`config.mk`:
```
export PLATFORM = sky130hd
export DESIGN_NAME = pointer_draw_ctrl_flat
export DESIGN_NICKNAME = d
export VERILOG_FILES = /design/src/rtl/pointer_draw_ctrl_pkg.sv /design/src/rtl/pointer_draw_ctrl_if.sv /design/src/rtl/pointer_draw_ctrl_box_scan_counter.sv /design/src/rtl/pointer_draw_ctrl.sv /design/src/flat_wrapper.sv
export SDC_FILE = /design/constraint.sdc
export NUM_CORES = 1
export LEC_CHECK = 0
export CORE_ASPECT_RATIO = 0.9
export CORE_MARGIN = 3
export CORE_UTILIZATION = 62
export CTS_CLUSTER_DIAMETER = 150
export DETAILED_ROUTE_END_ITERATION = 12
export PLACE_DENSITY = 0.86
export SETUP_SLACK_MARGIN = 0.3
export SYNTH_ARGS = -nofsm -noshare
export SYNTH_HDL_FRONTEND = slang
export SYNTH_SLANG_ARGS = --single-unit
```
`constraint.sdc`:
```
create_clock -name clock -period 5.99 [get_ports clock]
set_input_delay 0.8985 -clock clock [delete_from_list [all_inputs] [get_ports clock]]
set_output_delay 0.8985 -clock clock [all_outputs]
set_load 0.02 [all_outputs]
```
`src/rtl/pointer_draw_ctrl_pkg.sv`:
```
// Shared definitions for the pointer drawing controller: state encoding,
// colour constants and default screen geometry.
package pointer_pkg;

   // Sequencer states; the cycle is DRAW -> WAIT_TICK -> ERASE -> MOVE -> DRAW.
   typedef enum logic [1:0] {
      DRAW      = 2'd0,
      WAIT_TICK = 2'd1,
      ERASE     = 2'd2,
      MOVE      = 2'd3
   } state_t;

   localparam logic [2:0] RED   = 3'b100;
   localparam logic [2:0] BLACK = 3'b000;

   localparam int SCREEN_W_DEFAULT = 160;
   localparam int SCREEN_H_DEFAULT = 120;

   // Width of one scan counter axis; a 1-pixel box still needs a 1-bit counter.
   function automatic int scan_bits(input int box);
      return (box > 1) ? $clog2(box) : 1;
   endfunction

endpackage

```
`src/rtl/pointer_draw_ctrl_if.sv`:
```
// Pixel plot port toward the VGA adapter: one pixel offered per cycle,
// transferred when plot and plot_ready are both high.
interface pointer_draw_ctrl_if;
   logic [7:0] X;
   logic [7:0] Y;
   logic [2:0] colour_out;
   logic       plot;
   logic       plot_ready;

   modport master (output X, output Y, output colour_out, output plot, input plot_ready);
   modport slave  (input X, input Y, input colour_out, input plot, output plot_ready);
endinterface

```
`src/rtl/pointer_draw_ctrl_box_scan_counter.sv`:
```
// Row-major pixel scanner over a BOX_SIZE x BOX_SIZE box, shared by the draw
// and erase passes. col/row give the scan position that will be current in
// the next cycle, so the owner can load its registered pixel outputs from
// them; last flags that the current position is the final pixel.
module box_scan_counter
   import pointer_pkg::*;
#(
   parameter int BOX_SIZE = 4,
   parameter int CW       = scan_bits(BOX_SIZE)
) (
   input  logic          clock,
   input  logic          reset_n,
   input  logic          clear,
   input  logic          advance,
   output logic [CW-1:0] col,
   output logic [CW-1:0] row,
   output logic          last
);

   localparam logic [CW-1:0] MAX = CW'(BOX_SIZE - 1);

   logic [CW-1:0] col_q, col_d;
   logic [CW-1:0] row_q, row_d;

   // Next scan position: clear wins, otherwise step column first, wrap into row.
   always_comb begin
      col_d = col_q;
      row_d = row_q;
      if (clear) begin
         col_d = '0;
         row_d = '0;
      end else if (advance) begin
         if (col_q == MAX) begin
            col_d = '0;
            row_d = (row_q == MAX) ? '0 : row_q + 1'b1;
         end else begin
            col_d = col_q + 1'b1;
         end
      end
   end

   // Scan position registers.
   always_ff @(posedge clock or negedge reset_n) begin
      if (!reset_n) begin
         col_q <= '0;
         row_q <= '0;
      end else begin
         col_q <= col_d;
         row_q <= row_d;
      end
   end

   assign col  = col_d;
   assign row  = row_d;
   assign last = (col_q == MAX) && (row_q == MAX);

endmodule

```
`src/rtl/pointer_draw_ctrl.sv`:
```
// On-screen pointer sequencer: draws the box, waits for a frame tick, erases
// it, applies the direction inputs with edge clamping, then redraws.
// All plot outputs are registers loaded from next-cycle state, so nothing
// on the plot port depends combinationally on plot_ready.
module pointer_draw_ctrl
   import pointer_pkg::*;
#(
   parameter int         BOX_SIZE   = 4,
   parameter int         SCREEN_W   = SCREEN_W_DEFAULT,
   parameter int         SCREEN_H   = SCREEN_H_DEFAULT,
   parameter int         INIT_X     = 80,
   parameter int         INIT_Y     = 60,
   parameter logic [2:0] BOX_COLOUR = RED,
   parameter logic [2:0] BG_COLOUR  = BLACK
) (
   input  logic                       clock,
   input  logic                       reset_n,
   input  logic                       frame_tick,
   input  logic                       left,
   input  logic                       right,
   input  logic                       up,
   input  logic                       down,
   output logic                       busy,
   pointer_draw_ctrl_if.master        plot_bus
);

   localparam int CW = scan_bits(BOX_SIZE);

   // Largest legal top-left corner; compared in 9 bits so +1 never wraps.
   localparam logic [8:0] X_MAX = 9'(SCREEN_W - BOX_SIZE);
   localparam logic [8:0] Y_MAX = 9'(SCREEN_H - BOX_SIZE);

   state_t        state_q, state_d;
   logic [7:0]    pos_x_q, pos_x_d;
   logic [7:0]    pos_y_q, pos_y_d;
   logic          pending_q, pending_d;

   logic [7:0]    x_q, x_d;
   logic [7:0]    y_q, y_d;
   logic [2:0]    colour_q, colour_d;
   logic          plot_q, plot_d;
   logic          busy_q, busy_d;

   logic [CW-1:0] scan_col_d;
   logic [CW-1:0] scan_row_d;
   logic          scan_last;
   logic          scan_adv;
   logic          scan_clear;

   // A pixel moves only when it is actually offered and accepted.
   assign scan_adv   = plot_q && plot_bus.plot_ready;
   assign scan_clear = scan_adv && scan_last;

   box_scan_counter #(
      .BOX_SIZE (BOX_SIZE),
      .CW       (CW)
   ) u_scan (
      .clock   (clock),
      .reset_n (reset_n),
      .clear   (scan_clear),
      .advance (scan_adv),
      .col     (scan_col_d),
      .row     (scan_row_d),
      .last    (scan_last)
   );

   // Sequencer next state and the 1-deep pending tick.
   always_comb begin
      state_d   = state_q;
      pending_d = pending_q;
      if (state_q != WAIT_TICK && frame_tick) begin
         pending_d = 1'b1;
      end
      case (state_q)
         DRAW: begin
            if (scan_clear) state_d = WAIT_TICK;
         end
         WAIT_TICK: begin
            pending_d = 1'b0;
            if (frame_tick || pending_q) state_d = ERASE;
         end
         ERASE: begin
            if (scan_clear) state_d = MOVE;
         end
         MOVE: begin
            state_d = DRAW;
         end
         default: begin
            state_d = DRAW;
         end
      endcase
   end

   // Position update in MOVE; opposing requests cancel, each axis clamps at its edge.
   always_comb begin
      pos_x_d = pos_x_q;
      pos_y_d = pos_y_q;
      if (state_q == MOVE) begin
         if (left && !right && (pos_x_q != 8'd0)) begin
            pos_x_d = pos_x_q - 8'd1;
         end else if (right && !left && (({1'b0, pos_x_q} + 9'd1) <= X_MAX)) begin
            pos_x_d = pos_x_q + 8'd1;
         end
         if (up && !down && (pos_y_q != 8'd0)) begin
            pos_y_d = pos_y_q - 8'd1;
         end else if (down && !up && (({1'b0, pos_y_q} + 9'd1) <= Y_MAX)) begin
            pos_y_d = pos_y_q + 8'd1;
         end
      end
   end

   // Plot port contents for the next cycle, derived from next state and scan.
   always_comb begin
      plot_d   = (state_d == DRAW) || (state_d == ERASE);
      colour_d = (state_d == DRAW) ? BOX_COLOUR : BG_COLOUR;
      x_d      = pos_x_d + 8'(scan_col_d);
      y_d      = pos_y_d + 8'(scan_row_d);
      busy_d   = (state_d != WAIT_TICK);
   end

   // State, position and pending flag registers.
   always_ff @(posedge clock or negedge reset_n) begin
      if (!reset_n) begin
         state_q   <= DRAW;
         pos_x_q   <= 8'(INIT_X);
         pos_y_q   <= 8'(INIT_Y);
         pending_q <= 1'b0;
      end else begin
         state_q   <= state_d;
         pos_x_q   <= pos_x_d;
         pos_y_q   <= pos_y_d;
         pending_q <= pending_d;
      end
   end

   // Registered plot port and busy flag.
   always_ff @(posedge clock or negedge reset_n) begin
      if (!reset_n) begin
         x_q      <= 8'd0;
         y_q      <= 8'd0;
         colour_q <= BG_COLOUR;
         plot_q   <= 1'b0;
         busy_q   <= 1'b1;
      end else begin
         x_q      <= x_d;
         y_q      <= y_d;
         colour_q <= colour_d;
         plot_q   <= plot_d;
         busy_q   <= busy_d;
      end
   end

   assign plot_bus.X          = x_q;
   assign plot_bus.Y          = y_q;
   assign plot_bus.colour_out = colour_q;
   assign plot_bus.plot       = plot_q;
   assign busy                = busy_q;

endmodule

```
`src/flat_wrapper.sv`:
```
// flat-port wrapper written by rule: the top's interface ports become plain ports
module pointer_draw_ctrl_flat import pointer_pkg::*;
#(
   parameter int         BOX_SIZE   = 4,
   parameter int         SCREEN_W   = SCREEN_W_DEFAULT,
   parameter int         SCREEN_H   = SCREEN_H_DEFAULT,
   parameter int         INIT_X     = 80,
   parameter int         INIT_Y     = 60,
   parameter logic [2:0] BOX_COLOUR = RED,
   parameter logic [2:0] BG_COLOUR  = BLACK
)
  (clock, reset_n, frame_tick, left, right, up, down, busy, plot_bus_X, plot_bus_Y, plot_bus_colour_out, plot_bus_plot, plot_bus_plot_ready);
  pointer_draw_ctrl_if plot_bus_i ();
  input  logic clock;
  input  logic reset_n;
  input  logic frame_tick;
  input  logic left;
  input  logic right;
  input  logic up;
  input  logic down;
  output logic busy;
  output wire logic [$bits(plot_bus_i.X)-1:0] plot_bus_X;
  output wire logic [$bits(plot_bus_i.Y)-1:0] plot_bus_Y;
  output wire logic [$bits(plot_bus_i.colour_out)-1:0] plot_bus_colour_out;
  output wire logic [$bits(plot_bus_i.plot)-1:0] plot_bus_plot;
  input wire logic [$bits(plot_bus_i.plot_ready)-1:0] plot_bus_plot_ready;
  assign plot_bus_X = plot_bus_i.X;
  assign plot_bus_Y = plot_bus_i.Y;
  assign plot_bus_colour_out = plot_bus_i.colour_out;
  assign plot_bus_plot = plot_bus_i.plot;
  assign plot_bus_i.plot_ready = plot_bus_plot_ready;
  pointer_draw_ctrl #(.BOX_SIZE(BOX_SIZE), .SCREEN_W(SCREEN_W), .SCREEN_H(SCREEN_H), .INIT_X(INIT_X), .INIT_Y(INIT_Y), .BOX_COLOUR(BOX_COLOUR), .BG_COLOUR(BG_COLOUR)) u_core (.clock(clock), .reset_n(reset_n), .frame_tick(frame_tick), .left(left), .right(right), .up(up), .down(down), .busy(busy), .plot_bus(plot_bus_i));
endmodule
```
# Word level (Yosys, flattened, before mapping)
# Index checks and enable logic that the tools add are counted.
word_totals:
  reg_bits: 44
  in_bits: 8
  output_inout_bits: 21
  word_cells: 74
op_classes:
  n_addsub: 10
  n_lt_le_gt_ge: 2
  eq_ne: 8
  n_mux: 20
  reduce_logical: 23
op_table:
  columns: ["cell", "n"]
  rows:
  - ["$mux 8", 6]
  - ["$mux 2", 10]
  - ["$add 8x1->9 const B", 2]
  - ["$add 8x1->8 const B", 2]
  - ["$add 8x2->8", 2]
  - ["$reduce_bool 8->1", 2]
  - ["$sub 8x1->8 const B", 2]
  - ["$logic_and 1x1->1", 12]
  - ["$eq 2x2->1 const B", 5]
  - ["$le 9x7->1 const B", 1]
  - ["$le 9x8->1 const B", 1]
  - ["$pmux 2 s4", 1]
  - ["$add 2x1->2 const B", 2]
  - ["$logic_not 1->1", 4]
  - ["$logic_not 2->1", 2]
  - ["$ne 2x1->1 const B", 2]
  - ["$mux 3", 1]
  - ["$eq 2x1->1 const B", 1]
  - ["$logic_or 1x1->1", 2]
  - ["$mux 1", 2]
  - ["$reduce_bool 2->1", 1]

# Longest topological paths before layout
# Gate-level depths: netlist (run 1).
logic_depth:
  depth_word: 7
  depth_mapped: 13
  ltp_nobuf: 12

# Hierarchy
# Synthesis (run 1) repeated with hierarchy kept, for this count alone.
hier_totals:
  cells_unflattened: 309
  area_unflattened_um2: 3007.9
modules_own_cells:
  columns: ["mod", "n_inst", "cells_each", "area_per_inst_um2", "seq_area_each_um2"]
  rows:
  - ["pointer_draw_ctrl", 1, 290, 2780.2, 959.7]
  - ["box_scan_counter", 1, 19, 227.7, 100.1]

# Worst setup path after synthesis (run 1)
# OpenSTA, ideal clock, no wires.
synth_path:
  path_kind: "register to register"
  startpoint: "register u_core.pos_x_q[0]"
  endpoint: "register u_core.x_q[6], in the netlist u_core.plot_bus.X[6]"
  setup_ns: 0.079
  arrival_time_ns: 3.133
  t_required_ns: 5.911
  setup_slack_ns: 2.778
  path_stages_with_launch: 14
  path_buffers: 1
  synth_period_minus_slack_ns: 3.212
  path_cell_list: "dfrtp_1 -> ha_1 -> buf_6 -> and4bb_1 -> a311oi_1 -> o32ai_2 -> nand2_1 -> o21ai_0 -> xnor2_1 -> ha_1 -> inv_1 -> fa_1 -> and4bb_1 -> xor2_1"
synth_between:
  elab_chain_cells: 7
  elab_cells_between_ends: 11
  classes_between: "add/sub (4); order compare (1); mux (3); reduce/logical (3)"
synth_lines:
  columns: ["item", "line_no", "rtl"]
  rows:
  - ["from (decl)", "pointer_draw_ctrl.sv:34", "logic [7:0] pos_x_q, pos_x_d;"]
  - ["from (signal assigned)", "pointer_draw_ctrl.sv:125", "pos_x_q <= 8'(INIT_X);"]
  - ["from (signal assigned)", "pointer_draw_ctrl.sv:130", "pos_x_q <= pos_x_d;"]
  - ["$add 8x1->9", "pointer_draw_ctrl.sv:101", "end else if (right && !left && (({1'b0, pos_x_q} + 9'd1) <= X_MAX)) begin"]
  - ["$le 9x8->1", "pointer_draw_ctrl.sv:101", null]
  - ["$logic_and 1x1->1", "pointer_draw_ctrl.sv:101", null]
  - ["$mux 8", "pointer_draw_ctrl.sv:101", null]
  - ["$mux 8", "pointer_draw_ctrl.sv:99", "if (left && !right && (pos_x_q != 8'd0)) begin"]
  - ["$mux 8 *", "pointer_draw_ctrl.sv:98", "if (state_q == MOVE) begin"]
  - ["named net u_core.pos_x_d[0]", "pointer_draw_ctrl.sv:34", null]
  - ["$add 8x2->8 *", "pointer_draw_ctrl.sv:116", "x_d = pos_x_d + 8'(scan_col_d);"]
  - ["named net u_core.x_d[6]", "pointer_draw_ctrl.sv:38", "logic [7:0] x_q, x_d;"]
  - ["to (signal assigned)", "pointer_draw_ctrl.sv:139", "x_q <= 8'd0;"]
  - ["to (signal assigned)", "pointer_draw_ctrl.sv:145", "x_q <= x_d;"]
  - ["to (decl)", "pointer_draw_ctrl.sv:38", null]
# Mark *: on every way through the listed nets, which the timed path passes. The rest lies on a longest branch.
# A chain may end at the register's enable or synchronous reset.

# Worst setup path in the final report (run 1)
# Ends and elaborated chain as after synthesis.

==> results.py, run 1 <==
metrics = {
    "run_status": {
        "status": "completed",
    },
    "worst_setup_path": {
        "arrival_ns": 3.95,
        "crit_fanout": 9,
        "rr_worst_depth": 12,
        "path_class": "reg -> reg",
        "max_stage_delay_ns": 0.60,
        "cp.required_ns": 6.22,
        "cp_cell_sequence": "ha_1 > and4bb_1 > a311oi_1 > o32ai_2 > nand2_1 > o21ai_0 > xnor2_1 > ha_1 > inv_1 > fa_1 > and4bb_1 > xor2_1",
        "cp-end-kind": "flop",
        "r2r-start": "u_core.pos_x_q[0]",
        "rr_endpoint": "u_core.plot_bus.X[6]",
        "slowest_stage": "o32ai_2",
        "cp-start-kind": "flop",
        "r2r_slack_ns": 2.27,
    },
    "clock_tree": {
        "path_clk_slew_ns": 0.09,
        "cts.path.max_buffers": 2,
        "cts_resized": 0,
        "cts.sinks": 42,
        "cts_tree": "done",
        "htree_levels": 2,
        "holdBufCountCts": 0,
        "worstSkewPairLatency_ns": 0.30,
        "cts_buffers": 5,
        "cts_root_buf": "clkbuf_8",
        "cts_setup_buffers": 0,
    },
    "timing": {
        "period_minus_slack_ns": 3.721,
        "finalMaxSlewViolations": 0,
        "timing.fmax_ghz": 0.2687,
        "report.final.hold_viol_count": 0,
        "setup_violations": 0,
        "clock_skew_ns": 0.009806,
        "finalCritPeriodShare": 0.6212,
        "maxSlewHeadroom": 0.4216,
        "setup_tns_ns": 0,
        "tightest_slew_ns": 0.8676,
        "grt_setup_unrepaired": "false",
    },
    "floorplan": {
        "coreArea_mm2": 0.004239,
        "start_util": 0.6691,
        "fp.dieW_um": 77.30,
        "die_height_um": 70.17,
        "rows": 22,
        "die-area_mm2": 0.005423,
        "num_io_pins": 29,
    },
    "routing": {
        "wl_per_cell_um": 15.66,
        "drtIter0Drc": 194,
        "detail-route-antenna-nets": 0,
        "num_vias": 2358,
        "viasPerCell": 6.255,
        "drtPass1Iterations": 4,
        "drc_errors": 0,
        "wirelength_mm": 5.903,
    },
    "pwr": {
        "ir_drop_uv": 185.4,
        "seqPwrFrac": 0.404,
        "power.leakage_nw": 1.331,
        "power.total_uw": 958.3,
        "swShare": 0.3580,
        "combPwrFrac": 0.351,
        "cellPowerDensity_mw_per_mm2": 301.7,
        "switchingPower_uw": 343.1,
        "p_clk_frac": 0.244,
        "internal_power_uw": 615.2,
    },
    "synth": {
        "synthTopCellsByArea": "dfrtp_1, dfstp_2, ha_1, xnor2_1, nand2_1",
        "synth_top_area_cell": "dfrtp_1",
        "avgSynthCellArea_um2": 9.392,
        "syn-cell-area_mm2": 0.002836,
        "seq_area_frac_synth": 0.3736,
        "async_flop_share": 1.000,
        "synth.most_common_cell": "dfrtp_1",
        "synth_common_cells": "dfrtp_1, nand2_1, nor2_1, inv_1",
        "yosysWarnings": 0,
        "synth_edf_count": 0,
        "synth_top_area_share": 0.3088,
        "synth_cell_types": 64,
        "synthCells": 302,
        "synth_flop_cell": "dfrtp_1",
        "ys_ff_latch": 42,
    },
    "place": {
        "portBuffers": 26,
        "dp_hpwl_mm": 4.271,
        "place.gp.congestion": 0.9192,
    },
    "worst_hold_path": {
        "hold_class": "reg -> reg",
        "holdCritStartpoint": "u_core.pending_q",
        "holdPathStages": 2,
        "worstHoldEndpoint": "u_core.pending_q",
    },
    "global_routing": {
        "grt_start_max_net_pins": 43,
        "grt.total_usage": 0.2270,
        "grt_pass1_wl_mm": 9.922,
        "grt_pass1_vias": 2102,
        "grt_antenna_before_repair": 0,
        "grt_overflow": 0,
    },
    "cells_and_area": {
        "area_growth_pct": 12.00,
        "drive_gt1_frac": 0.08517,
        "fin_util": 0.7494,
        "register_area_mm2": 0.001060,
        "num-fill-cells": 318,
        "antenna_cells": 0,
        "fin_nets": 340,
        "multi_input_area_mm2": 0.001609,
    },
    "job": {
        "max-cap-violations": 0,
    },
}
==> critical path, delay by kind of cell (launching register included) <==
family                     cells  cell delay, ns
buffers and inverters          1            0.05
DFF                            1            0.50
adders and majority gates      3            0.99
and+or+nand+nor                3            0.77
xor gates and xnor gates       2            0.32
AOI/OAI and AO/OA              3            1.02
==> state kept, by name, indices dropped and copies added, names as in the netlist <==
register	flops
u_core.pos_x_q	8
u_core.pending_q	1
u_core.busy	1
u_core.plot_bus.Y	8
u_core.u_scan.col_q	2
u_core.u_scan.row_q	2
u_core.plot_bus.colour_out	1
u_core.pos_y_q	8
u_core.plot_bus.plot	1
u_core.state_q	2
u_core.plot_bus.X	8
==> logic make-up after synthesis <==
| group | after synthesis | synth area share |
|---|---|---|
| AOI/OAI and AO/OA | 67 | 0.1773 |
| other | 1 | 0.001322 |
| and+or+nand+nor | 117 | 0.2356 |
| muxes | 5 | 0.01765 |
| buffers and inverters | 36 | 0.06043 |
| DFF | 42 | 0.3736 |
| adders and majority gates | 16 | 0.07587 |
| xor gates and xnor gates | 18 | 0.05823 |
==> metrics by stage <==
step	cells	hold WS [ns]	instance area (um^2)	setup slack (ns)
after CTS	377	0.5339	3177	2.311
after global routing	377	0.5761	3177	1.953
final	377	0.5309	3177	2.269
after global placement	369	0.5059	3059	2.209
after detailed placement	369	0.5152	3059	2.134
after floorplan	303	0.4840	2840	2.778
==> power groups by stage <==
stage / clock network (mW) / logic [mW] / registers, mW
global placement: 0 / 0.319 / 0.388
global route: 0.254 / 0.370 / 0.394
CTS: 0.239 / 0.338 / 0.386
detailed placement: 0 / 0.333 / 0.390
floorplan: 0 / 0.200 / 0.403
finish: 0.234 / 0.337 / 0.387
==> placed cells by master, fill, tap and decap left out, types with 7 or more instances in the layout <==
cell	netlist	layout
a21oi_1	10	10
dfrtp_1	35	35
clkdlybuf4s50_1	0	25
nand3_1	14	14
nand2_1	23	23
inv_1	16	16
dfstp_2	7	7
nor2b_1	7	7
nor2_1	17	17
o21ai_0	13	13
nor3_1	9	9
xnor2_1	13	13
ha_1	14	14
==> how the worst max path moves through the flow <==
stage	from	to	depth (start not counted)
finish	u_core.pos_x_q[0]	u_core.plot_bus.X[6]	12
global route	u_core.pos_x_q[1]	u_core.plot_bus.X[6]	12
global placement	left	u_core.plot_bus.X[6]	12
CTS	u_core.pos_x_q[1]	u_core.plot_bus.X[6]	12
floorplan	u_core.pos_x_q[0]	u_core.plot_bus.X[6]	13
detailed placement	left	u_core.plot_bus.X[6]	12
==> metal layers <==
metal | part of all wire | GRT usage | wire (um)
met1 | 0.44 | 0.3336 | 2583
met2 | 0.46 | 0.3260 | 2714
met5 | 0 | 0 | 0
met4 | 0.012 | 0.08300 | 68
met3 | 0.091 | 0.05026 | 537
==> area by class of cell <==
cell class | count | area share
clock buffers | 5 | 0.02166
clock inverters | 3 | 0.01536
inverters | 16 | 0.01891
multi-input cells | 225 | 0.5065
flip-flops and latches | 42 | 0.3336
well taps | 60 | 0.02363
repair buffers | 26 | 0.08035
No activity file was read; power rests on OpenSTA's default activity.
==> inputs of run 2 (changes only) <==
--- a/config.mk
+++ b/config.mk
@@ -7,10 +7,10 @@
 export LEC_CHECK = 0
 export CORE_ASPECT_RATIO = 0.9
 export CORE_MARGIN = 3
-export CORE_UTILIZATION = 62
+export CORE_UTILIZATION = 57
 export CTS_CLUSTER_DIAMETER = 150
 export DETAILED_ROUTE_END_ITERATION = 12
-export PLACE_DENSITY = 0.86
+export PLACE_DENSITY = 0.8
 export SETUP_SLACK_MARGIN = 0.3
 export SYNTH_ARGS = -nofsm -noshare
 export SYNTH_HDL_FRONTEND = slang
==> constraint.sdc (replaced) <==
create_clock -name clock -period 3.6 [get_ports clock]
set_input_delay 0.54 -clock clock [delete_from_list [all_inputs] [get_ports clock]]
set_output_delay 0.54 -clock clock [all_outputs]
set_load 0.02 [all_outputs]
==> run 2 against run 1 <==
Routed wire length up 3.6%. Setup slack worse by 1.9 ns. Cell count up 3.7%. Sequential share of layout area down 0.76 points. Combinational power up 82%. Design area up 2.6%. Via count up 0.51%. Die area up 8.0%. Maximum frequency up 15%. Largest power group unchanged.
==> results.py, run 2 (synthesis results as in run 1) <==
metrics = {
    "routing": {
        "wl_per_cell_um": 15.64,
        "drtPass1Iterations": 5,
        "viasPerCell": 6.061,
        "detail-route-antenna-nets": 0,
        "num_vias": 2370,
        "drtIter0Drc": 177,
        "wirelength_mm": 6.115,
        "drc_errors": 0,
    },
    "timing": {
        "clock_skew_ns": 0.005786,
        "period_minus_slack_ns": 3.237,
        "finalCritPeriodShare": 0.8993,
        "setup_violations": 0,
        "tightest_slew_ns": 0.8956,
        "maxSlewHeadroom": 0.4029,
        "grt_setup_unrepaired": "true",
        "report.final.hold_viol_count": 0,
        "timing.fmax_ghz": 0.3089,
        "finalMaxSlewViolations": 0,
        "setup_tns_ns": 0,
    },
    "clock_tree": {
        "cts_tree": "done",
        "path_clk_slew_ns": 0.08,
        "worstSkewPairLatency_ns": 0.30,
        "htree_levels": 2,
        "cts.sinks": 42,
        "cts_root_buf": "clkbuf_8",
        "cts_buffers": 5,
        "cts.path.max_buffers": 2,
    },
    "global_routing": {
        "grt_pass1_wl_mm": 10.31,
        "grt_start_max_net_pins": 43,
        "grt_pass1_vias": 2226,
        "grt_antenna_before_repair": 0,
        "grt_overflow": 0,
        "grt.total_usage": 0.2242,
    },
    "place": {
        "place.gp.congestion": 0.9058,
        "portBuffers": 26,
        "dp_hpwl_mm": 4.493,
        "place_area_mm2": 0.003129,
    },
    "cells_and_area": {
        "final_cell_mix": "dfrtp_1, clkdlybuf4s50_1, nand2_1, nor2_1, inv_1",
        "area_growth_pct": 14.87,
        "drive_gt1_frac": 0.1368,
        "antenna_cells": 0,
        "stdcell_area_mm2": 0.003258,
        "fin_nets": 352,
        "layout_commonest_cell": "dfrtp_1",
    },
    "worst_setup_path": {
        "cp-end-kind": "flop",
        "cp_top_family": "adder cells",
        "path_class": "reg -> reg",
        "cp-start-kind": "flop",
        "cp_cell_sequence": "ha_2 > and4bb_1 > a311oi_2 > o32ai_2 > nand2_1 > o21ai_2 > xnor2_1 > ha_1 > inv_1 > fa_1 > and4bb_1 > xor2_1",
        "arrival_ns": 3.47,
        "cp.required_ns": 3.83,
        "crit_fanout": 10,
        "slowest_stage": "dfrtp_2",
        "max_stage_delay_ns": 0.49,
        "worst-path-buf-inv": 1,
        "crit_top_cell": "and4bb_1",
    },
    "job": {
        "max-cap-violations": 0,
    },
    "floorplan": {
        "rows": 23,
        "die_height_um": 72.92,
        "start_util": 0.6122,
        "fp.dieW_um": 80.36,
        "die-area_mm2": 0.005860,
        "coreArea_mm2": 0.004633,
        "num_io_pins": 29,
    },
    "worst_hold_path": {
        "hold_class": "in -> async",
    },
    "run_status": {
        "status": "completed",
    },
    "pwr": {
        "cellPowerDensity_mw_per_mm2": 473.5,
        "ir_drop_uv": 340.7,
        "power.leakage_nw": 1.380,
    },
}
run 2: changes by cell type in the layout (fill, tap and decap cells not counted), sizes merged:
cell      delta
buf         +12
bufinv       -1
clkinv       +2
clkinvlp     -1
run 2: metrics by stage:
| step | setup slack (ns) | instances | hold slack (ns) | power [mW] | utilization |
|---|---|---|---|---|---|
| final | 0.3626 | 391 | 0.3620 | 1.543 | 0.7032 |
| after global routing | 0.1700 | 391 | 0.4282 | 1.647 | 0.7032 |
| after CTS | 0.3298 | 388 | 0.3920 | 1.527 | 0.6954 |
| after detailed placement | 0.02176 | 380 | 0.5407 | 1.220 | 0.6754 |
| after global placement | 0.3251 | 380 | 0.4998 | 1.191 | 0.6754 |
| after floorplan | 0.3882 | 303 | 0.2444 | 1.004 | - |
run 2: final timing paths:
path / from / endpoint / slack (ns) / depth (start not counted)
hold reg to reg: u_core.pending_q / u_core.pending_q / 0.55 / 2
setup / recovery: u_core.pos_x_q[1] / u_core.plot_bus.X[6] / 0.36 / 12
setup reg to reg: u_core.pos_x_q[1] / u_core.plot_bus.X[6] / 0.36 / 12
max in group asynchronous: reset_n / u_core.pos_x_q[1] / 2.63 / 1
min in group clock: u_core.pending_q / u_core.pending_q / 0.55 / 2
hold / removal: reset_n / u_core.plot_bus.Y[1] / 0.36 / 1
run 2: area by class of cell:
| class | count | area (um^2) |
|---|---|---|
| Clock inverter | 3 | 18.77 |
| Fill cell | 363 | 1375 |
| Sequential cell | 42 | 1062 |
| Tap cell | 62 | 77.57 |
| Inverter | 16 | 60.06 |
| Timing Repair Buffer | 38 | 345.3 |
| Clock buffer | 5 | 68.82 |
| Multi-Input combinational cell | 225 | 1625 |
run 2: timing repair:
| action | CTS | global route |
|---|---|---|
| pin swaps | 0 | 2 |
| resized for setup | 4 | 3 |
| hold buffers | 0 | 0 |
| setup endpoints to repair | 2 | 7 |
| setup buffers | 0 | 3 |
| endpoints found under the hold margin | 0 | 0 |
run 2: per-layer routing:
layer | global-route usage | vias to the layer above | wire length, um
li1 | - | 1146 | -
met1 | 0.3202 | 1126 | 2814
met2 | 0.3428 | 92 | 2778
met3 | 0.05802 | 6 | 452
met4 | 0.05253 | 0 | 70
met5 | 0 | - | 0
run 2: power breakdown:
part / internal (mW) / leakage (nW) / switching [mW]
clock network: 0.136 / 0.0483 / 0.169
logic: 0.274 / 0.837 / 0.339
registers: 0.564 / 0.495 / 0.0599
run 2: worst reg2reg max path, stage by stage, from the launching register on:
cell      delay (ns)
dfrtp_2         0.49
ha_2            0.26
and4bb_1        0.29
a311oi_2        0.12
o32ai_2         0.32
nand2_1         0.15
o21ai_2         0.20
xnor2_1         0.19
ha_1            0.23
inv_1           0.06
fa_1            0.41
and4bb_1        0.30
xor2_1          0.16
==> inputs of run 3 (changes only) <==
--- a/config.mk
+++ b/config.mk
@@ -6,12 +6,13 @@
 export NUM_CORES = 1
 export LEC_CHECK = 0
 export CORE_ASPECT_RATIO = 0.9
-export CORE_MARGIN = 3
-export CORE_UTILIZATION = 57
+export CORE_MARGIN = 2
+export CORE_UTILIZATION = 45
 export CTS_CLUSTER_DIAMETER = 150
 export DETAILED_ROUTE_END_ITERATION = 12
-export PLACE_DENSITY = 0.8
+export PLACE_DENSITY = 0.66
 export SETUP_SLACK_MARGIN = 0.3
+export SKIP_LAST_GASP = 1
 export SYNTH_ARGS = -nofsm -noshare
 export SYNTH_HDL_FRONTEND = slang
 export SYNTH_SLANG_ARGS = --single-unit
==> run 3 against run 2 <==
Sequential share of layout area decreased by 0.37 points. Cell count increased by 5.9%. Design area increased by 1.2%. Count of clock-buffer cells in the layout increased by 2. Critical path depth unchanged. Combinational power decreased by 3.4%. Critical path type unchanged. Largest power group unchanged. Highest routed layer unchanged.
==> results.py, run 3 (synthesis results as in run 1) <==
metrics = {
    "run_status": {
        "status": "completed",
    },
    "global_routing": {
        "grt_antenna_before_repair": 0,
        "grt.total_usage": 0.1875,
        "grt_pass1_wl_mm": 10.29,
        "grt_start_max_net_pins": 43,
        "grt_pass1_vias": 2214,
        "grt_overflow": 0,
    },
    "pwr": {
        "seqPwrFrac": 0.397,
        "p_clk_frac": 0.229,
        "swShare": 0.3422,
        "power.leakage_nw": 1.375,
        "combPwrFrac": 0.375,
        "ir_drop_uv": 367.7,
        "cellPowerDensity_mw_per_mm2": 479.1,
        "internal_power_mw": 1.039,
        "switchingPower_uw": 540.2,
    },
    "timing": {
        "timing.fmax_ghz": 0.3230,
        "finalMaxSlewViolations": 0,
        "clock_skew_ns": 0.002563,
        "setup_violations": 0,
        "report.final.hold_viol_count": 0,
        "finalCritPeriodShare": 0.8601,
        "period_minus_slack_ns": 3.096,
        "maxSlewHeadroom": 0.4178,
        "setup_tns_ns": 0,
        "tightest_slew_ns": 0.8734,
        "grt_setup_unrepaired": "false",
        "hold_ws_ns": 0.3653,
    },
    "cells_and_area": {
        "antenna_cells": 0,
        "layout_commonest_cell": "dfrtp_1",
        "drive_gt1_frac": 0.1223,
        "multi_input_area_mm2": 0.001628,
        "fin_nets": 350,
        "num-fill-cells": 561,
        "final_cell_mix": "dfrtp_1, clkdlybuf4s50_1, nand2_1, nor2_1, inv_1",
        "fin_util": 0.5390,
        "area_growth_pct": 16.19,
        "register_area_mm2": 0.001062,
    },
    "floorplan": {
        "start_util": 0.4639,
        "coreArea_mm2": 0.006115,
        "die-area_mm2": 0.006955,
        "die_height_um": 79.32,
        "fp.dieW_um": 87.69,
        "rows": 27,
        "num_io_pins": 29,
    },
    "clock_tree": {
        "cts.sinks": 42,
        "path_clk_slew_ns": 0.08,
        "cts_root_buf": "clkbuf_8",
        "cts_tree": "done",
        "worstSkewPairLatency_ns": 0.29,
        "htree_levels": 2,
        "holdBufCountCts": 0,
        "cts_buffers": 5,
        "cts.path.max_buffers": 2,
        "cts_setup_buffers": 0,
    },
    "routing": {
        "wl_per_cell_um": 14.62,
        "drtPass1Iterations": 4,
        "wirelength_mm": 6.054,
        "num_vias": 2311,
        "drtIter0Drc": 104,
        "detail-route-antenna-nets": 0,
        "drc_errors": 0,
        "viasPerCell": 5.582,
    },
    "place": {
        "place.gp.congestion": 0.8634,
        "portBuffers": 26,
        "dp_hpwl_mm": 4.416,
    },
    "worst_setup_path": {
        "arrival_ns": 3.31,
        "cp.required_ns": 3.82,
        "path_class": "reg -> reg",
        "crit_fanout": 9,
        "worst-path-buf-inv": 1,
        "cp-start-kind": "flop",
        "cp_top_family": "adder cells",
        "max_stage_delay_ns": 0.49,
        "cp_cell_sequence": "ha_1 > and4bb_1 > a311oi_1 > o32ai_2 > nand2_2 > o21ai_2 > xnor2_1 > ha_1 > inv_1 > fa_1 > and4bb_1 > xor2_1",
        "cp-end-kind": "flop",
        "slowest_stage": "dfrtp_2",
    },
    "job": {
        "max-cap-violations": 0,
    },
    "worst_hold_path": {
        "hold_class": "in -> async",
    },
}
## run 3: cell types whose count changed in the layout (fill, tap and decap cells not counted), sizes merged
cell	before	now
inv	17	16
clkbuf	5	7
clkinv	2	0
bufinv	0	1
buf	13	11
## run 3: routing by layer
metal / wire (um) / vias up / part of all wire / track usage
li1: - / 1140 / - / -
met1: 2760 / 1104 / 0.46 / 0.2480
met2: 2868 / 51 / 0.47 / 0.2977
met3: 273 / 16 / 0.045 / 0.03638
met4: 152 / 0 / 0.025 / 0.08000
met5: 0 / - / 0 / 0
## run 3: power groups by stage
stage                     logic (mW)  clock network (mW)  registers [mW]
after global routing           0.665               0.393           0.637
final                          0.592               0.361           0.626
after CTS                      0.596               0.374           0.621
after detailed placement       0.591                   0           0.630
after floorplan                0.333                   0           0.671
after global placement         0.581                   0           0.626
## run 3: area by class of cell
class	instances	area share
flip-flops and latches	42	0.3223
clock inverters	1	0.009112
clock buffers	7	0.02316
repair buffers	36	0.1002
multi-input cells	225	0.4939
inverters	16	0.01822
well taps	87	0.03303
## run 3: what timing repair did
action	in CTS	in global routing
pin swaps	0	1
gates resized for setup	1	6
endpoints found under the hold margin	0	0
setup endpoints to repair	1	6
## run 3: final timing paths
| check | startpoint | to | slack [ns] | cells past startpoint |
|---|---|---|---|---|
| max in group asynchronous | reset_n | u_core.pos_x_q[0] | 2.64 | 1 |
| worst min register to register | u_core.pending_q | u_core.pending_q | 0.52 | 2 |
| worst max-delay path | u_core.pos_x_q[0] | u_core.plot_bus.X[6] | 0.50 | 12 |
| worst min-delay path | reset_n | u_core.plot_bus.Y[3] | 0.37 | 1 |
| worst max register to register | u_core.pos_x_q[0] | u_core.plot_bus.X[6] | 0.50 | 12 |
| min in group clock | u_core.pending_q | u_core.pending_q | 0.52 | 2 |
## run 3: metrics by stage
stage | setup slack [ns] | std cells | area (um^2) | power, mW
floorplan | 0.3882 | 303 | 2840 | 1.004
global placement | 0.3071 | 406 | 3168 | 1.208
detailed placement | 0.1848 | 406 | 3168 | 1.221
CTS | 0.3517 | 414 | 3274 | 1.590
global route | 0.3072 | 414 | 3296 | 1.695
finish | 0.5038 | 414 | 3296 | 1.579
==> edit 1: new RTL, settings of run 3 <==
Reset style: synchronous (`reset_n`), changed in 3 clocked blocks.
--- a/src/rtl/pointer_draw_ctrl_box_scan_counter.sv
+++ b/src/rtl/pointer_draw_ctrl_box_scan_counter.sv
@@ -42,3 +42,3 @@
    // Scan position registers.
-   always_ff @(posedge clock or negedge reset_n) begin
+   always_ff @(posedge clock) begin
       if (!reset_n) begin
--- a/src/rtl/pointer_draw_ctrl.sv
+++ b/src/rtl/pointer_draw_ctrl.sv
@@ -121,3 +121,3 @@
    // State, position and pending flag registers.
-   always_ff @(posedge clock or negedge reset_n) begin
+   always_ff @(posedge clock) begin
       if (!reset_n) begin
@@ -136,3 +136,3 @@
    // Registered plot port and busy flag.
-   always_ff @(posedge clock or negedge reset_n) begin
+   always_ff @(posedge clock) begin
       if (!reset_n) begin
Check against the original RTL: differs if reset_n is asserted again (counterexample within 4 cycles, from zero or initial values and one cycle with reset_n low); with reset_n held inactive, the same outputs for 10 cycles.
==> edit 1 against run 3 <==
  * Count of clock-buffer cells in the layout is 1 lower
  * Worst setup slack worse by 0.047 ns
  * Wire length increased by 2.6%
  * Design area down 1.5%
  * Non-clock buffer count is 1 higher
  * Critical endpoint is now u_core.plot_bus.X[6]
  * Synthesized area shrank 2.0%
  * Critical path depth is 1 higher
  * Critical path type unchanged
  * Sequential cell count unchanged
Power is not compared: it rests on default switching activity, and its combinational part moved more than twofold at a synthesized area within 25%.
==> edit 1: results (changes against run 3) <==
hold crit path type register to register; fin crit share 87.3% (+1.3 points); Worst Reg-to-Reg Cells 13 (+1); Synth area leaders dfxtp_1 30%, ha_1 6.3%, and2_1 5.2%; top cells by count, synth 42 x dfxtp_1, 33 x nor2_1, 27 x nand2_1; Seq/Total Area, Yosys 30.3% (-7.1 points); Post-CTS Resized 0 (-1); Final HPWL DP 4.51 mm (+2.2%); Detailed Route WL 6.21 mm (+2.6%); Post-synth top flop dfxtp_1; r2r setup slk 0.46 ns (-0.05 ns); Clock buf/inv share 2.54% (-0.68 points); slowest stage cell on the critical path fa_1; Non-clock buffers 37 (+2.8%); Multi-input comb cells 256 (+14%); complex-gate fraction of the synthesized area 19.7% (+1.9 points); Post-DP Area 3120 um^2 (-1.5%); outcome finished clean; DR vias/cell 5.74 (+2.9%); nets@finish 380 (+8.6%); Synth Area in XOR/XNOR 7.38% (+1.6 points); first-pass GRT wire length 10.6 mm (+2.9%); filler cell count 565 (+0.71%); fraction of layout instances using a drive strength above 1 14.6% (+2.4 points); met3 GRT Util 3.89% (+0.25 points); die width 86.8 um (-0.97%); final weighted congestion in routability-driven placement 0.916 (+6.1%); non-clock inverter count 14 (-2)
-- edit 1: cell types whose count changed after synthesis, moves of 5 or more --
cell	change
and2_1	+19
a21oi_1	+5
dfrtp_1	-35
dfstp_2	-7
nor2_1	+16
dfxtp_1	+42
clkbuf_1	-5
nor2b_1	-5
-- edit 1: worst min-delay path by stage --
stage,startpoint,to,cells past startpoint,slack [ns]
after floorplan,u_core.pending_q,u_core.pending_q,2,0.46
after global placement,u_core.pending_q,u_core.pending_q,2,0.48
after detailed placement,u_core.pending_q,u_core.pending_q,2,0.50
after CTS,u_core.pending_q,u_core.pending_q,2,0.52
after global routing,u_core.pending_q,u_core.pending_q,2,0.56
final,u_core.pending_q,u_core.pending_q,2,0.52
-- edit 1: per-layer routing --
metal / wire length (um) / share of wire, %
met1: 2760 / 44
met2: 3020 / 49
met3: 315 / 5.1
met4: 116 / 1.9
met5: 0 / 0
==> edit 2: new RTL, flow settings as in run 3 <==
Made on the original files. `BOX_SIZE` is set to 4 in 3 places; all go to 2.
--- a/src/rtl/pointer_draw_ctrl_box_scan_counter.sv
+++ b/src/rtl/pointer_draw_ctrl_box_scan_counter.sv
@@ -7,3 +7,3 @@
 #(
-   parameter int BOX_SIZE = 4,
+   parameter int BOX_SIZE = 2,
    parameter int CW       = scan_bits(BOX_SIZE)
--- a/src/rtl/pointer_draw_ctrl.sv
+++ b/src/rtl/pointer_draw_ctrl.sv
@@ -7,3 +7,3 @@
 #(
-   parameter int         BOX_SIZE   = 4,
+   parameter int         BOX_SIZE   = 2,
    parameter int         SCREEN_W   = SCREEN_W_DEFAULT,
--- a/src/flat_wrapper.sv
+++ b/src/flat_wrapper.sv
@@ -3,3 +3,3 @@
 #(
-   parameter int         BOX_SIZE   = 4,
+   parameter int         BOX_SIZE   = 2,
    parameter int         SCREEN_W   = SCREEN_W_DEFAULT,
Function: changed (a bounded check fails within 4 cycles, from zero or initial values and one cycle with reset_n low).
==> edit 2 against run 3 <==
  * Synthesized area shrank 12%
  * Critical endpoint is now u_core.plot_bus.X[7]
  * Clock power is 17% lower
  * Final cell count down 15%
  * Sequential cell count decreased by 2
  * Wire length shrank 18%
  * Power increased by 20%
  * Design area fell by 11%
  * Die area fell by 12%
  * Worst setup slack got worse by 0.022 ns
  * Highest routed layer unchanged
==> edit 2: results (changes against run 3) <==
CTS buffer count 5 (unchanged); first-pass GRT wire length 8.20 mm (-20%); delay-heaviest family, CP simple AND/OR/NAND/NOR gates; fraction of layout instances using a drive strength above 1 15.2% (+3.0 points); outcome finished clean; total global-route track usage 17.6% (-1.2 points); Leakage 0.00124 uW (-9.6%); clock buffer depth 2 (unchanged); clk_skew 0.00371 ns (+0.00115 ns); Worst path max stage delay 0.42 ns (-0.07 ns); DRT iter0 DRCs 116 (+12%); worst vdd ir 430 uV (+17%); Netlist cell types 60 (-6.3%); Inst Count DP 338 (-17%); complex-gate fraction of the synthesized area 15.6% (-2.1 points); slowest stage cell on the critical path dfrtp_1; Final HPWL DP 3.46 mm (-22%); Avg WL per Cell 14.1 um (-3.5%); DR vias/cell 5.47 (-2.0%); Synth area leaders dfrtp_1 33%, dfstp_2 7.4%, ha_1 6.0%; top cells by count, synth 33 x dfrtp_1, 19 x nand2_1, 18 x nor2_1; adder-cell share of the synthesized area 6.03% (-1.6 points); mux share of post-synthesis cell area 0.955% (-0.81 points); nets@finish 302 (-14%); worst-skew pair later-pin latency 0.28 ns; synthesized instance count 253 (-16%); vias in the first global route 1,783 (-19%); final weighted congestion in routability-driven placement 0.923 (+6.9%); largest net degree at the start of global routing 41 (-4.7%); Synth Area in XOR/XNOR 10.1% (+4.3 points); Worst Tran Pin Value 0.859 ns (-0.0144 ns); Post-Layout Cell Count 350 (-15%); Worst EP arrival 3.29 ns (-0.02 ns); Seq/Total Area, Yosys 40.6% (+3.2 points); top fanout value on the critical path 6 (-3)
-- edit 2: metal layers --
layer	vias to the layer above	GRT usage (%)	routed length (um)
met2	47	24.7	2140
met1	911	26.3	2510
met4	0	5.00	47
met3	4	4.98	242
li1	953	-	-
met5	-	0	0
-- edit 2: where the power goes --
group,switching [uW],internal [uW]
combinational,483,385
sequential,125,595
clock,148,153
total,756,1130
-- edit 2: kinds of logic after synthesis --
logic type,Yosys count
and+or+nand+nor,94
adders and majority gates,12
DFF,40
buffers and inverters,26
muxes,2
other,1
AOI/OAI and AO/OA,51
xor gates and xnor gates,27
-- edit 2: what timing repair did --
item / 4_1_cts / 5_1_grt
hold endpoints to repair: 0 / 0
hold buffers: 0 / 0
cloned: 0 / 0
resized for setup: 0 / 5
pin swaps: 1 / 1
setup endpoints to repair: 1 / 8
buffers inserted: 1 / 3
-- edit 2: final timing paths --
kind,slack (ns),startpoint,cells past startpoint,endpoint
worst max-delay path,0.48,u_core.pos_x_q[0],13,u_core.plot_bus.X[7]
worst min-delay path,0.36,reset_n,1,u_core.plot_bus.colour_out[2]
worst max register to register,0.48,u_core.pos_x_q[0],13,u_core.plot_bus.X[7]
worst min register to register,0.54,u_core.u_scan.row_q,2,u_core.u_scan.row_q
max in group asynchronous,2.70,reset_n,1,u_core.pos_x_q[3]
min in group clock,0.54,u_core.u_scan.row_q,2,u_core.u_scan.row_q
-- edit 2: area by class of cell --
type,instances,area (um^2)
Clock inverter,2,10.0
Tap cell,67,83.8
Fill cell,466,2360
Sequential cell,40,1010
Inverter,13,48.8
Multi-Input combinational cell,188,1380
Timing Repair Buffer,34,315
Clock buffer,6,82.6
-- edit 2: per-stage QoR --
stage                     worst slack, ns  instance area, um^2  hold WS (ns)
after floorplan                     0.595                 2490         0.244
after global routing                0.265                 2930         0.428
after global placement              0.374                 2790         0.528
after CTS                           0.304                 2890         0.396
after detailed placement            0.242                 2790         0.533
final                               0.481                 2930         0.363
